<file path="config.mk">
export PLATFORM = sky130hd
export DESIGN_NAME = clyde_tweakey_sched
export DESIGN_NICKNAME = d
export VERILOG_FILES = /design/src/rtl/clyde_tweakey_sched.sv
export SDC_FILE = /design/constraint.sdc
export NUM_CORES = 1
export LEC_CHECK = 0
export ABC_AREA = 1
export BUFFER_PORTS_ARGS = -buffer_cell sky130_fd_sc_hd__buf_2
export CORE_UTILIZATION = 45
export DETAILED_ROUTE_END_ITERATION = 7
export PLACE_DENSITY = 0.72
export SKIP_CTS_REPAIR_TIMING = 1
export SLEW_MARGIN = 15
export SYNTH_ARGS = -nofsm -noshare
export SYNTH_HDL_FRONTEND = slang
export SYNTH_SLANG_ARGS = --single-unit
</file>
<file path="constraint.sdc">
create_clock -name clk -period 7.7 [get_ports clk]
set_input_delay 1.155 -clock clk [delete_from_list [all_inputs] [get_ports clk]]
set_output_delay 1.155 -clock clk [all_outputs]
set_load 0.02 [all_outputs]
</file>
<file path="src/rtl/clyde_tweakey_sched.sv">
// Clyde tweakey schedule sequencer: drives the public tweak contribution
// (delta) and round constant (W) to the Clyde datapath, one phase per adv.
// Optional feature: define CLYDE_SCHED_ABORT_EN to add an abort input that
// cancels a running schedule without a done pulse.
module clyde_tweakey_sched #(
  parameter int Nbits  = 128,
  parameter int NSTEPS = 6
) (
  input  logic             clk,
  input  logic             rst,
  input  logic             start,
  input  logic [Nbits-1:0] tweak,
  input  logic             adv,
`ifdef CLYDE_SCHED_ABORT_EN
  input  logic             abort,
`endif
  output logic [Nbits-1:0] delta,
  output logic [3:0]       W,
  output logic             ctrl_TK_addition,
  output logic             ctrl_W_addition,
  output logic [2:0]       step_idx,
  output logic             busy,
  output logic             done
);

  localparam int         H    = Nbits / 2;
  localparam logic [2:0] LAST = 3'(NSTEPS - 1);

  typedef enum logic [2:0] {
    S_IDLE,
    S_INIT_TK,
    S_ROUND_A,
    S_ROUND_B,
    S_DONE
  } state_t;

  state_t         r_state;
  state_t         w_next;
  logic [H-1:0]   r_t0;
  logic [H-1:0]   r_t1;
  logic [3:0]     r_lfsr;
  logic [2:0]     r_step;
  logic           w_abort;
  logic [3:0]     w_lfsr_step;

`ifdef CLYDE_SCHED_ABORT_EN
  assign w_abort = abort && (r_state != S_IDLE);
`else
  assign w_abort = 1'b0;
`endif

  assign w_lfsr_step = {r_lfsr[2:0], r_lfsr[3] ^ r_lfsr[2]};

  // State register
  always_ff @(posedge clk or posedge rst) begin
    if (rst) r_state <= S_IDLE;
    else     r_state <= w_next;
  end

  // Next-state logic; abort takes priority over adv
  always_comb begin
    w_next = r_state;
    unique case (r_state)
      S_IDLE:    if (start) w_next = S_INIT_TK;
      S_INIT_TK: if (adv)   w_next = S_ROUND_A;
      S_ROUND_A: if (adv)   w_next = S_ROUND_B;
      S_ROUND_B: if (adv)   w_next = (r_step == LAST) ? S_DONE : S_ROUND_A;
      S_DONE:               w_next = S_IDLE;
      default:              w_next = S_IDLE;
    endcase
    if (w_abort) w_next = S_IDLE;
  end

  // Tweak halves, LFSR and step counter
  always_ff @(posedge clk or posedge rst) begin
    if (rst) begin
      r_t0   <= '0;
      r_t1   <= '0;
      r_lfsr <= '0;
      r_step <= '0;
    end else if (w_abort) begin
      r_t0   <= '0;
      r_t1   <= '0;
      r_lfsr <= '0;
      r_step <= '0;
    end else begin
      unique case (r_state)
        S_IDLE: begin
          if (start) begin
            r_t0   <= tweak[H-1:0];
            r_t1   <= tweak[Nbits-1:H];
            r_lfsr <= 4'b1000;
            r_step <= '0;
          end
        end
        S_ROUND_A: begin
          if (adv) begin
            r_t0   <= r_t0 ^ r_t1;
            r_t1   <= r_t0;
            r_lfsr <= w_lfsr_step;
          end
        end
        S_ROUND_B: begin
          if (adv) begin
            r_lfsr <= w_lfsr_step;
            if (r_step != LAST) r_step <= r_step + 3'd1;
          end
        end
        default: ;
      endcase
    end
  end

  // Moore output decode from the state and data registers
  always_comb begin
    busy             = (r_state != S_IDLE);
    done             = (r_state == S_DONE);
    ctrl_TK_addition = (r_state == S_INIT_TK) || (r_state == S_ROUND_B);
    ctrl_W_addition  = (r_state == S_ROUND_A) || (r_state == S_ROUND_B);
    delta            = ctrl_TK_addition ? {r_t1, r_t0} : '0;
    W                = ctrl_W_addition ? r_lfsr : '0;
    step_idx         = r_step;
  end

endmodule
</file>
==> results of run 1 <==
[kinds of logic (layout without fill, tap and decap cells)]
family | after synthesis | count (layout) | share of synthesized area, %
XOR/XNOR | 1 | 1 | 0.107
adder cells (fa/ha/maj) | 2 | 2 | 0.307
AND/OR/NAND/NOR | 625 | 625 | 29.1
other | 0 | 2 | 0
buffers and inverters | 214 | 450 | 12.0
AO/OA/AOI/OAI | 264 | 264 | 16.2
flip-flops | 138 | 138 | 42.3
[metrics by stage]
step	total power [mW]	cell area, um^2	cells	worst slack [ps]	hold WS, ps
after floorplan	3.19	8160	1244	2850	503
after global placement	3.67	9420	1674	4550	522
after detailed placement	3.72	9420	1674	4490	529
after CTS	4.56	10000	1705	4030	546
after global routing	4.97	10000	1706	3890	587
final	4.52	10000	1707	4030	538
[placed cells by master, fill, tap and decap left out, drive strengths merged]
cell type / synthesis / final
nand2: 473 / 473
buf: 48 / 275
o21ai: 262 / 262
inv: 144 / 144
nor2: 141 / 141
dfrtp: 138 / 138
clkbuf: 22 / 20
nand3: 9 / 9
clkinvlp: 0 / 4
clkinv: 0 / 4
bufinv: 0 / 3
diode: 0 / 2
nor3: 2 / 2
ha: 2 / 2
xnor2: 1 / 1
a21oi: 1 / 1
o211ai: 1 / 1
[power by group through the flow]
stage	clock network (mW)	registers, mW	logic, mW
after global placement	0	1.24	2.42
after CTS	0.837	1.25	2.48
after global routing	0.868	1.29	2.81
after detailed placement	0	1.25	2.47
final	0.817	1.25	2.45
after floorplan	0	1.22	1.97
[layout make-up]
type	instances	area [um^2]	share of cell area (%)
sequential	138	3450	34.5
timing repair buffer	275	1390	13.9
tap	225	282	2.81
antenna	2	5.00	0.0500
clock inverter	11	148	1.47
clock buffer	20	447	4.46
multi-input combinational	892	3750	37.4
inverter	144	548	5.47
[per-layer routing]
metal	GRT usage, %	up-vias
li1	-	4300
met1	27.2	3697
met2	36.2	216
met3	5.33	32
met4	8.40	0
met5	0	-
[flip-flops by register name, summed over array words and instances (netlist names)]
name / cells
r_t1: 64
r_lfsr: 4
step_idx: 3
r_t0: 64
r_state: 3
[critical path: cells and delay by family (launching register included)]
family	cells	cell delay (ps)
buffers and inverters	4	1340
DFF	1	440
and+or+nand+nor	2	180
[worst max path at each step]
stage,from,to,depth (start not counted)
6_report,r_state[0],delta[87],6
5_1_grt,r_state[0],delta[66],6
4_1_cts,r_state[0],delta[58],6
3_5_place_dp,r_state[0],delta[58],6
3_3_place_gp,r_state[0],delta[58],6
2_1_floorplan,rst,r_lfsr[0],1
==> out/summary.txt, run 1 <==
Status: complete, no violations
First-pass GRT wire length: 32400 um
Clk buf depth: 2
Clock Latency Late Sink: 420 ps
R2r endpoint: r_t1[5]
Clk root buf: clkbuf_16
Metal-1 WL: 8980 um
Area contributors post-synth: dfrtp_1 (42%), nand2_1 (22%), o21ai_1 (10%)
Die ar.: 18700 um^2
Seq/Total Area, Yosys: 42.3%
Setup CP Type: flop to output pin
Area of the core: 17500 um^2
Yosys reg bits: 138
Worst-margin pin slew: 1130 ps
Num rows: 48
DR DRC count: 0
Antenna-violating nets left: 0
Die span in x: 137 um
Final Max Slew Viols: 0
HPWL after DPL: 13800 um
DR vias: 8245
Final wirelength: 20000 um
Hold path endpoint: r_lfsr[1]
Reg power frac: 27.6%
Syn Inst Count: 1244
Startpoint types: flop
CP Capture Type: output pin
Critical-path top delay cell: buf_4
Sw Ratio: 48.5%
Clock skew: 9.49 ps
Hold Path Class: flop to flop
R2r startpoint: r_state[1]
Clock-pin slew on the worst setup and hold paths: 60 ps
YS warnings: 0
Count leader, synth: nand2_1
Drt first pass iters: 5
Setup-failing EPs final: 0
Hold path start: r_lfsr[1]
Post-Syn Nets: 1378
Final Hold Fails: 0
IO Pins: 271
Initial Util: 46.7%
Nets: 1602
Commonest register cell after synthesis: dfrtp_1
Top-area cell type share of the netlist area: 42.3%
DR WL met2: 9400 um
Fill cells: 1708
Metal3 WL: 1200 um
Initial DRC Count: 416
Post-layout util: 57.3%
Vert. Die Dim: 137 um
R2R depth: 5
Worst R2R Setup Slack: 5090 ps
Most frequent cells after synthesis: nand2_1 (472), o21ai_1 (163), inv_1 (143), nor2_1 (140), dfrtp_1 (138)
GRT Total Usage: 21.8%
Cell taking the most area after synthesis: dfrtp_1
Clk pwr share: 18.1%
Worst path cell trace: inv_1, nor2_1, inv_4, buf_4, nor2_1, buf_2
Share of the cycle needed by the critical path after routing: 47.6%
TritonCTS clock tree: yes
Clk sink count: 138
Min Tclk post-route: 3670 ps
Synth cell types: 20
# Max-Cap Violations: 0
Lkg Pwr: 5.66 nW
Max-slew headroom: 24.9%
Max FO, Critical Path: 88
CTS HTree Levels: 4
Pwr dens: 451 nW/um^2
Pin count of the biggest net entering global routing: 131
Grt ovf: 0
Mapped Area: 8160 um^2
CP most frequent cell: nor2_1
Number of synthesized flops with an enable pin: 0
Placer Congestion: 0.834
Net Sw Power: 2.19 mW
VDD IR max: 0.000270 V
CP Data Arrival Time: 2510 ps
Port bufs: 270
Post-DR vias/cell: 4.83
TritonCTS buffer count: 17
Setup TNS: 0 ps
Combinational power share: 54.3%
Mean post-synth cell area: 6.56 um^2
Slowest stage delay, CP: 720 ps
Number of global-route vias before repair: 7141
Initial antenna violation count: 1
P&R area growth vs syn: 22.8%
DR WL/cell: 11.7 um
Hold Path Depth: 2
Highest metal used: met4
Layout cells sized above 1: 20.9%
Cell-internal power: 2.33 mW
Critical Path RT: 6550 ps
Unrepaired setup endpoints after global routing: false
Async S/R FF share, synth: 100%
Fmax: 0.273 GHz
Power figures use the tool's default switching activity.
==> run 2: changes to the inputs <==
Settings changed: PLACE_DENSITY 0.72 to 0.75.
Clock period 7.7 ns to 3 ns, I/O delays scaled along.
==> run 2 against run 1 <==
Net effect:
- sequential power grew to 2.6 times the previous value
- routed wire length is 1.4% higher
- die area stayed put
- clock skew fell by 2.4 ps
- sequential share of layout area shrank 0.36 points
- sequential cell count unchanged
- critical endpoint is now delta[53]
- highest routed layer unchanged
==> out/summary.txt, run 2 (synthesis gave the netlist of run 1 again) <==
Status: complete, no violations
Sequential Area: 3450 um^2 (unchanged)
Combinational power share: 55.1% (+0.8 points)
Min setup slack post-route: 372 ps (-3660 ps)
Lkg Pwr: 5.71 nW (+0.84%)
Crit path from: r_state[0]
GR Util met3: 4.93% (-0.41 points)
Setup-failing EPs final: 0 (unchanged)
Pwr dens: 1150 nW/um^2 (+160%)
DR DRC count: 0 (unchanged)
Worst R2R Setup Slack: 1010 ps (-4080 ps)
IO Pins: 271 (unchanged)
Initial DRC Count: 474 (+14%)
Share of the cycle needed by the critical path after routing: 87.6%
GRT Total Usage: 21.6% (-0.20 points)
TritonCTS buffer count: 17 (unchanged)
Clock skew: 7.07 ps (-2.42 ps)
Slowest stage delay, CP: 610 ps (-110 ps)
GR Util met1: 27.1% (-0.10 points)
Drt first pass iters: 5 (unchanged)
Max-slew headroom: 35.9% (+11 points)
First-pass GRT wire length: 32100 um (-0.81%)
Min Tclk post-route: 2630 ps
Unrepaired setup endpoints after global routing: false
Number of global-route vias before repair: 7027 (-1.6%)
Setup WS pre-CTS: 810 ps (-3680 ps)
DR WL/cell: 11.8 um (+0.98%)
Layer with the highest usage: met2
Antenna-violating nets left: 0 (unchanged)
Biggest regs: r_t0 (64), r_t1 (64), r_lfsr (4)
Die span in x: 137 um (unchanged)
Post-DR vias/cell: 4.84 (+0.28%)
Port bufs: 270 (unchanged)
Most frequent cells in the layout: nand2_1 (471), buf_2 (270), o21ai_1 (163)
Nets: 1609 (+0.44%)
Fmax: 0.380 GHz
Clk root buf: clkbuf_16
TritonCTS clock tree: yes
Setup CP Type: flop to output pin
Startpoint types: flop
VDD IR max: 0.000695 V (+160%)
Critical-path top delay cell: inv_4
Worst-margin pin slew: 959 ps (-168 ps)
Die ar.: 18700 um^2 (unchanged)
Worst Setup EP: delta[53]
Initial antenna violation count: 1 (unchanged)
Filler-free cell count of the finished design: 1714 (+0.41%)
Area of the core: 17500 um^2 (unchanged)
Worst path cell trace: inv_1, nor2_1, inv_4, buf_12, nor2_1, buf_2
Initial Util: 46.7% (unchanged)
Placed Cells: 1681 (+0.42%)
Clock Latency Late Sink: 410 ps (about the same)
Cell-internal power: 5.97 mW (+160%)
P&R area growth vs syn: 24.1%
Reg power frac: 27.4% (-0.2 points)
Num rows: 48 (unchanged)
DR vias: 8302 (+0.69%)
Clk sink count: 138 (unchanged)
Placer Congestion: 0.806 (-3.3%)
Final Hold Fails: 0 (unchanged)
Setup TNS: 0 ps (unchanged)
Final Max Slew Viols: 0 (unchanged)
Fill cells: 1694 (-0.82%)
Pin count of the biggest net entering global routing: 113 (-14%)
R2r endpoint: r_t1[50]
CP most frequent cell: nor2_1
Most common cell after layout, fill and taps aside: nand2_1
R2R depth: 7 (+2)
HPWL after DPL: 14300 um (+3.8%)
CP Capture Type: output pin
# Max-Cap Violations: 0 (unchanged)
CTS HTree Levels: 4 (unchanged)
Layout cells sized above 1: 21.4% (+0.49 points)
Max FO, Critical Path: 81 (-8.0%)
Multi-input logic area: 3750 um^2 (unchanged)
Grt ovf: 0 (unchanged)
Clk buf depth: 2 (unchanged)
Hold Path Class: primary input to async pin
Met2 Use GR: 36.4% (+0.23 points)
Clk pwr share: 17.5% (-0.6 points)
Vert. Die Dim: 137 um (unchanged)
Final wirelength: 20300 um (+1.4%)
Net Sw Power: 5.71 mW (+160%)
Critical Path RT: 2550 ps (-4000 ps)
Clock-pin slew on the worst setup and hold paths: 60 ps (about the same)
Sw Ratio: 48.9% (+0.46 points)
CP Data Arrival Time: 2180 ps (-330 ps)
R2r startpoint: r_state[2]
[run 2: how the worst min path moves through the flow]
stage | from | slack, ps | endpoint
after floorplan | r_lfsr[2] | 500 | r_lfsr[3]
final | rst | 240 | r_t1[6]
after global placement | r_lfsr[1] | 520 | r_lfsr[1]
after detailed placement | step_idx[1] | 530 | step_idx[1]
after CTS | rst | 260 | r_lfsr[1]
after global routing | rst | 320 | r_t1[8]
[run 2: worst max-delay path, delay by kind of cell, from the launching register on]
family        cells  cell delay, ps
buf+inv           4            1160
flops             1             430
simple gates      2             150
[run 2: per-stage QoR]
step,area (um^2),total power [mW],hold slack [ps],utilization [%]
after floorplan,8160,8.18,503,-
after global placement,9550,9.51,517,54.6
after detailed placement,9550,9.67,533,54.6
after CTS,10100,11.8,263,57.9
after global routing,10100,12.8,317,57.9
final,10100,11.7,238,57.9
[run 2: power by group through the flow]
stage	sequential, mW	clock (mW)	combinational, mW
after global placement	3.19	0	6.32
after CTS	3.20	2.09	6.48
after global routing	3.31	2.17	7.31
final	3.21	2.04	6.43
after floorplan	3.13	0	5.05
after detailed placement	3.22	0	6.45
[run 2: per-layer routing]
layer / up-vias / part of all wire, %
met1: 3717 / 44
met3: 32 / 6.4
met5: - / 0
met2: 232 / 48
met4: 0 / 2.0
li1: 4321 / -
[run 2: cell type report]
cell class                      count  area share, %
Sequential cell                   138           34.1
Multi-Input combinational cell    892           37.0
Timing Repair Buffer              282           15.0
Tap cell                          225           2.78
Antenna cell                        1         0.0247
Clock inverter                     14           1.46
Inverter                          144           5.40
Clock buffer                       18           4.24
==> run 3: changes to the inputs <==
Settings changed: CORE_ASPECT_RATIO set to 0.8, MAX_ROUTING_LAYER set to met4, RECOVER_POWER set to 50.
==> run 3 against run 2 <==
Net effect:
- the flow now finishes with violations (DRC, capacitance limit, slew limit)
- non-clock buffer count up 2
- routed wire length up 1.4%
- highest routed layer unchanged
- global-route usage rose by 1.5 points
- largest cell class unchanged
- design area barely moved
==> out/summary.txt, run 3 (synthesis gave the netlist of run 1 again) <==
Status: complete, but fails checks
Violated checks: DRC, capacitance limit, slew limit
Placed Cells: 1683 (+0.12%)
CTS HTree Levels: 4 (unchanged)
Clk root buf: clkbuf_16
Biggest regs: r_t0 (64), r_t1 (64), r_lfsr (4)
IO Pins: 271 (unchanged)
Most frequent cells in the layout: nand2_1 (471), buf_2 (263), inv_1 (142)
Max-slew headroom: -24.3% (-60 points)
Final Max Slew Viols: 139 (+139)
Fmax: 0.387 GHz (+1.7%)
First-pass GRT wire length: 33900 um (+5.8%)
Num rows: 43 (-10%)
Clk sink count: 138 (unchanged)
Lkg Pwr: 5.71 nW (about the same)
Clock Latency Late Sink: 410 ps (about the same)
Drt first pass iters: 8 (+3)
Crit path from: r_state[2]
Final Hold Fails: 0 (unchanged)
# Max-Cap Violations: 1 (+1)
P&R area growth vs syn: 24.3% (about the same)
Worst Setup EP: r_t0[10]
Most common cell after layout, fill and taps aside: nand2_1
Number of global-route vias before repair: 7274 (+3.5%)
Nets: 1611 (+0.12%)
VDD IR max: 0.000702 V (+0.99%)
Initial DRC Count: 630 (+33%)
R2R depth: 6 (-1)
Antenna-violating nets left: 0 (unchanged)
Min Tclk post-route: 2580 ps (-44.8 ps)
Worst-margin pin slew: 1870 ps (+906 ps)
TritonCTS clock tree: yes
Clock-pin slew on the worst setup and hold paths: 60 ps (about the same)
Critical-path top delay cell: nand2_2
Port bufs: 270 (unchanged)
Worst path cell trace: nor2_1, nand3_1, nand2_2, clkbuf_1, nand2_1, o21ai_0
DR vias: 8330 (+0.34%)
Placer Congestion: 0.845 (+4.9%)
CP Capture Type: flop
Clock skew: 8.31 ps (+1.24 ps)
Area of the core: 17500 um^2 (+0.36%)
Max FO, Critical Path: 53 (-35%)
Worst R2R Setup Slack: 420 ps (-590 ps)
Hold Path Depth: 5
TritonCTS buffer count: 17 (unchanged)
Post-DR vias/cell: 4.86 (+0.28%)
GRT Total Usage: 23.1% (+1.5 points)
Unrepaired setup endpoints after global routing: false
Grt ovf: 0 (unchanged)
DR DRC count: 19 (+19)
CP Data Arrival Time: 2900 ps (+720 ps)
Die span in x: 153 um (+12%)
Clk buf depth: 2 (unchanged)
Filler-free cell count of the finished design: 1715 (+0.058%)
Setup TNS: 0 ps (unchanged)
Initial antenna violation count: 2 (+1)
Vert. Die Dim: 122 um (-10%)
DR WL/cell: 12.0 um (+1.3%)
Setup-failing EPs final: 0 (unchanged)
Share of the cycle needed by the critical path after routing: 86.1% (-1.5 points)
R2r startpoint: r_state[2]
Setup CP Type: flop to flop
R2r endpoint: r_t0[10]
Initial Util: 46.5% (-0.17 points)
Slowest stage delay, CP: 840 ps (+230 ps)
Final wirelength: 20500 um (+1.4%)
HPWL after DPL: 14400 um (+0.59%)
Startpoint types: flop
Post-layout util: 57.8% (-0.15 points)
Pin count of the biggest net entering global routing: 139 (+23%)
Critical Path RT: 3310 ps (+760 ps)
Hold Path Class: primary input to flop
Fill cells: 1695 (+0.059%)
Die ar.: 18700 um^2 (about the same)
Layout cells sized above 1: 20.8% (-0.67 points)
Pwr dens: 1170 nW/um^2 (+1.2%)
-- run 3: worst min path at each step --
| stage | from | to | slack [ps] |
|---|---|---|---|
| finish | tweak[113] | r_t1[49] | 350 |
| global route | tweak[124] | r_t1[60] | 360 |
| CTS | rst | r_t1[36] | 300 |
| detailed placement | r_lfsr[0] | r_lfsr[0] | 540 |
| global placement | step_idx[1] | step_idx[1] | 520 |
| floorplan | r_lfsr[2] | r_lfsr[3] | 500 |
-- run 3: per-stage QoR --
stage          setup WS [ps]  hold WS [ps]  power (mW)  cell area (um^2)
2_1_floorplan            829           503        8.18              8160
3_3_place_gp            1010           518        9.61              9570
3_5_place_dp             968           537        9.75              9570
4_1_cts                  510           302        12.0             10200
5_1_grt                  257           363        13.0             10100
6_report                 416           354        11.8             10100
-- run 3: cell type report --
class | count | area, um^2 | area share, %
Tap cell | 225 | 282 | 2.78
Clock buffer | 18 | 429 | 4.23
Antenna cell | 2 | 5.00 | 0.0494
Multi-Input combinational cell | 892 | 3730 | 36.8
Inverter | 144 | 544 | 5.37
Timing Repair Buffer | 284 | 1520 | 15.0
Sequential cell | 138 | 3450 | 34.1
Clock inverter | 12 | 176 | 1.74
-- run 3: critical path: cells and delay by family, from the launching register on --
family,cells,cell delay (ps)
and+or+nand+nor,4,1550
DFF,1,410
buffers and inverters,1,410
AOI/OAI and AO/OA,1,100
-- run 3: metal layers --
| metal | share of wire (%) | GRT usage, % |
|---|---|---|
| met1 | 47 | 30.2 |
| met2 | 46 | 36.7 |
| met3 | 5.5 | 4.56 |
| met4 | 1.0 | 6.76 |
| met5 | 0 | - |
-- run 3: power by group --
group	switching, mW	internal [mW]	total (mW)
Clock	0.789	1.38	2.17
Combinational	4.45	2.01	6.46
Sequential	0.446	2.75	3.20
